[config.mk]
export PLATFORM = sky130hd
export DESIGN_NAME = telemetry_tx
export DESIGN_NICKNAME = d
export VERILOG_FILES = /design/src/rtl/telemetry_tx.sv
export SDC_FILE = /design/constraint.sdc
export NUM_CORES = 1
export LEC_CHECK = 0
export CORE_MARGIN = 2
export CORE_UTILIZATION = 61
export CTS_CLUSTER_DIAMETER = 200
export DETAILED_ROUTE_END_ITERATION = 6
export HOLD_SLACK_MARGIN = 0.08
export PLACE_DENSITY = 0.94
export REMOVE_ABC_BUFFERS = 1
export SLEW_MARGIN = 10
export SYNTH_ARGS = -nofsm -noshare
export SYNTH_HDL_FRONTEND = slang
export SYNTH_SLANG_ARGS = --single-unit
[constraint.sdc]
create_clock -name clk -period 5.75 [get_ports clk]
set_input_delay 0.575 -clock clk [delete_from_list [all_inputs] [get_ports clk]]
set_output_delay 0.575 -clock clk [all_outputs]
set_load 0.02 [all_outputs]
[src/rtl/telemetry_tx.sv]
// -----------------------------------------------------------------------------
// telemetry_tx
//   Transmit side of the eBike telemetry link. A free-running period counter
//   produces a tick once every 2^PERIOD_W cycles. A tick seen while the
//   transmitter is idle snapshots batt/curr/torque and sends one fixed 8-byte
//   packet as back-to-back 8N1 UART frames:
//     AA 55 {0,batt[11:8]} batt[7:0] {0,curr[11:8]} curr[7:0]
//           {0,torque[11:8]} torque[7:0]
//   A tick that arrives while a packet is in flight is dropped.
//
// Ports
//   clk       in   system clock
//   rst_n     in   asynchronous active-low reset
//   batt      in   [11:0] battery voltage reading
//   curr      in   [11:0] averaged motor current
//   torque    in   [11:0] averaged pedal torque
//   TX        out  UART serial line, idle high, driven from a flop
//   busy      out  high while a packet is being transmitted
//   pkt_done  out  one-cycle pulse in the last cycle of the final stop bit
//
// No valid/ready handshake: the inputs are sampled levels, captured only on
// the tick that starts a packet.
// -----------------------------------------------------------------------------
module telemetry_tx #(
  parameter int BAUD_DIV = 2604,
  parameter int PERIOD_W = 20
) (
  input  logic        clk,
  input  logic        rst_n,
  input  logic [11:0] batt,
  input  logic [11:0] curr,
  input  logic [11:0] torque,
  output logic        TX,
  output logic        busy,
  output logic        pkt_done
);

  localparam int BW = (BAUD_DIV > 1) ? $clog2(BAUD_DIV) : 1;
  localparam logic [BW-1:0]       BAUD_LAST = BW'(BAUD_DIV - 1);
  localparam logic [BW-1:0]       BAUD_ONE  = BW'(1);
  localparam logic [PERIOD_W-1:0] PER_ONE   = PERIOD_W'(1);

  typedef enum logic [1:0] {
    ST_IDLE  = 2'd0,
    ST_START = 2'd1,
    ST_DATA  = 2'd2,
    ST_STOP  = 2'd3
  } state_t;

  state_t              state, state_n;
  logic [PERIOD_W-1:0] period_cnt;
  logic [BW-1:0]       baud_cnt, baud_cnt_n;
  logic [2:0]          bit_idx, bit_idx_n;
  logic [2:0]          byte_idx, byte_idx_n;
  logic [7:0]          shift, shift_n;
  logic [35:0]         snap, snap_n;
  logic                tx_q, tx_n;
  logic                tick;
  logic                baud_last;

  // Byte n of the packet, built from the latched snapshot
  // ({batt, curr, torque} packed MSB first).
  function automatic logic [7:0] pkt_byte(input logic [2:0] idx,
                                          input logic [35:0] s);
    logic [7:0] b;
    case (idx)
      3'd0:    b = 8'hAA;
      3'd1:    b = 8'h55;
      3'd2:    b = {4'h0, s[35:32]};
      3'd3:    b = s[31:24];
      3'd4:    b = {4'h0, s[23:20]};
      3'd5:    b = s[19:12];
      3'd6:    b = {4'h0, s[11:8]};
      default: b = s[7:0];
    endcase
    return b;
  endfunction

  // Free-running period counter; tick on the all-ones count.
  always_ff @(posedge clk or negedge rst_n) begin
    if (!rst_n) begin
      period_cnt <= '0;
    end else begin
      period_cnt <= period_cnt + PER_ONE;
    end
  end

  assign tick      = &period_cnt;
  assign baud_last = (baud_cnt == BAUD_LAST);

  // State and datapath registers.
  always_ff @(posedge clk or negedge rst_n) begin
    if (!rst_n) begin
      state    <= ST_IDLE;
      baud_cnt <= '0;
      bit_idx  <= '0;
      byte_idx <= '0;
      shift    <= '0;
      snap     <= '0;
      tx_q     <= 1'b1;
    end else begin
      state    <= state_n;
      baud_cnt <= baud_cnt_n;
      bit_idx  <= bit_idx_n;
      byte_idx <= byte_idx_n;
      shift    <= shift_n;
      snap     <= snap_n;
      tx_q     <= tx_n;
    end
  end

  // Next-state and datapath logic.
  always_comb begin
    state_n    = state;
    baud_cnt_n = baud_cnt;
    bit_idx_n  = bit_idx;
    byte_idx_n = byte_idx;
    shift_n    = shift;
    snap_n     = snap;

    // Every non-idle state holds its line level for exactly BAUD_DIV cycles.
    if (state != ST_IDLE) begin
      baud_cnt_n = baud_last ? '0 : (baud_cnt + BAUD_ONE);
    end

    case (state)
      ST_IDLE: begin
        if (tick) begin
          state_n    = ST_START;
          snap_n     = {batt, curr, torque};
          byte_idx_n = 3'd0;
          bit_idx_n  = 3'd0;
          baud_cnt_n = '0;
          shift_n    = 8'hAA;
        end
      end
      ST_START: begin
        if (baud_last) begin
          state_n   = ST_DATA;
          bit_idx_n = 3'd0;
        end
      end
      ST_DATA: begin
        if (baud_last) begin
          shift_n = {1'b0, shift[7:1]};
          if (bit_idx == 3'd7) begin
            state_n = ST_STOP;
          end else begin
            bit_idx_n = bit_idx + 3'd1;
          end
        end
      end
      ST_STOP: begin
        if (baud_last) begin
          if (byte_idx == 3'd7) begin
            state_n = ST_IDLE;
          end else begin
            // Next start bit follows immediately: no idle gap between bytes.
            state_n    = ST_START;
            byte_idx_n = byte_idx + 3'd1;
            shift_n    = pkt_byte(byte_idx + 3'd1, snap);
          end
        end
      end
      default: state_n = ST_IDLE;
    endcase

    // TX is registered: compute the level the line must carry next cycle.
    case (state_n)
      ST_START: tx_n = 1'b0;
      ST_DATA:  tx_n = shift_n[0];
      default:  tx_n = 1'b1;
    endcase
  end

  assign TX       = tx_q;
  assign busy     = (state != ST_IDLE);
  assign pkt_done = (state == ST_STOP) && baud_last && (byte_idx == 3'd7);

endmodule

==> reports/qor.yml <==
tightest_slew_ps: 1080
fp.coreArea_um2: 6680
postCtsSetupBuffers: 0
place_ws_ps: 3240
numCtsBuffers: 9
synth_commonest_cells: "nand2_1, dfrtp_1, nand3_1"
io_pins: 41
final_cells: 566
via_per_inst: 5.99
yosysWarningCount: 0
powerDensity_nw_per_um2: 214
fillers: 492
synth_cell_types: 53
cp-end-kind: "output pin"
ff_latch_area_um2: 2130
drt_first_pass_iters: 5
fin_tns_setup_ps: 0
ys_async_sr_fraction_pct: 100
fin_util_pct: 71.0
synth_top_area_share_pct: 50.8
wl_per_cell_um: 16.0
grt_pass1_vias: 3347
synth_edf_count: 0
drv_slew: 0
layout_min_cycle_time_ps: 2920
synth_top_area_cell: "dfrtp_1"
synth.most_common_cell: "nand2_1"
drc_errors: 0
die_h_um: 86.3
num-nets-final: 530
hold_path.class: "input port to async pin"
cts_sinks: 85
maxCapViolations: 0
period_share_pct: 50.8
post-dp-hpwl_mm: 6.10
drt_iter0_drc: 223
die_w_um: 86.3
area_delta_synth_final_pct: 14.7
wl_mm: 9.05
htreeDepth: 3
slew_headroom_pct: 27.4
antenna_cells: 0
netlist_top_cells_area: "dfrtp_1, nand2_1, ha_1"
synth-seq-area-share_pct: 51.5
required_ps: 5180
critPathLaunchType: "flop"
cts_tree: "done"
die_area_um2: 7460
gp_congestion: 0.888
grt.overflow.total: 0
multiInputGateArea_um2: 1900
clkLatencyLatePin_ps: 350
start_util_pct: 61.9
syn_inst: 445
netlist_area_um2: 4140
ant_nets: 0
fmax_mhz: 342
vias: 3393
num_rows: 30
outcome: "complete, no violations"
synth-main-ff-cell: "dfrtp_1"
critical_path_class: "flop to output pin"
avgSynthCellArea_um2: 9.30
grt_setup_unrepaired: "no"
final_layout_size_suffix_gt1_share_pct: 5.35
hold_buffers: 0
finalClockSkew_ps: 10.1
fin_ws_ps: 2830
port_buffers: 40
antenna_found_initial: 0
cts_resized: 0
grt_pass1_wl_mm: 15.4
dp.cells: 550
clk_pin_slew_ps: 80
setup_viol_count_final: 0
total_power_mw: 1.01
worstPathArrival_ps: 2350
vdd_drop_max_mv: 0.125
root_buffer: "clkbuf_8"
grt_usage_pct: 26.2
grt_max_degree: 86
path_max_fanout: 6
final_hold_viol_count: 0
clk_path_buf_depth: 2
synth-seq-cells: 85
leakage_nw: 2.16
per-layer routing:
metal	routed length, µm	global-route usage (%)
met4	201	11.2
met3	413	3.71
met2	4660	44.6
met5	0	0
met1	3780	33.6
kinds of logic after synthesis:
| family | share of synthesized area, % |
|---|---|
| AND/OR/NAND/NOR | 24.8 |
| buffers and inverters | 2.72 |
| multiplexers | 0.786 |
| flip-flops | 51.5 |
| XOR/XNOR | 4.87 |
| AO/OA/AOI/OAI | 12.1 |
| adder cells (fa/ha/maj) | 3.33 |
registers in the layout, indices dropped and copies added (netlist names):
| signal | count |
|---|---|
| snap | 36 |
| period_cnt | 20 |
| baud_cnt | 12 |
| shift | 8 |
| bit_idx | 3 |
| byte_idx | 3 |
| state | 2 |
| TX | 1 |
worst paths after layout:
check | from | to | slack (ps) | cells after the start
max in group asynchronous | rst_n | snap[31] | 4670 | 1
max reg2reg | byte_idx[0] | shift[6] | 3150 | 7
min in group clk | period_cnt[0] | period_cnt[0] | 460 | 1
min reg2reg | period_cnt[0] | period_cnt[0] | 460 | 1
max | baud_cnt[0] | pkt_done | 2830 | 5
min | rst_n | period_cnt[5] | 390 | 1
critical path, cell delays in order (launching register included):
cell and delay, ps:
dfrtp_1 430, ha_1 260, and4bb_2 310, nand4_1 210, nor2_1 170, clkdlybuf4s50_1 620
through the flow:
step,hold slack (ps),cell area [µm²]
after global placement,435,4570
after floorplan,279,4070
final,389,4740
after detailed placement,455,4570
after CTS,448,4740
after global routing,484,4740
layout by cell type, fill, tap and decap left out, types with 4 or more instances in the layout:
cell | Yosys | routed
a22o_1 | 7 | 7
nand2_1 | 141 | 141
xor2_1 | 10 | 10
xnor2_1 | 13 | 13
a31oi_1 | 5 | 5
dfrtp_1 | 84 | 84
o21ai_0 | 16 | 16
clkbuf_8 | 0 | 11
and3_1 | 8 | 8
a21oi_1 | 14 | 14
nor2b_1 | 5 | 5
inv_1 | 11 | 11
clkdlybuf4s50_1 | 0 | 39
nor3_1 | 7 | 7
ha_1 | 11 | 11
nand4_1 | 4 | 4
nand3_1 | 20 | 20
nor2_1 | 18 | 18
report_power, final:
part	internal, mW	leakage (nW)	switching, mW
registers	0.597	0.982	0
clock network	0.180	0.0905	0.201
logic	0.0217	1.09	0.0141
area by class of cell:
cell class	instances	area share (%)
clock buffer	14	3.43
tap	80	2.11
inverter	11	0.870
clock inverter	2	0.211
sequential	85	44.9
timing repair buffer	41	8.55
multi-input combinational	333	40.0
No activity file was read; power rests on OpenSTA's default activity.
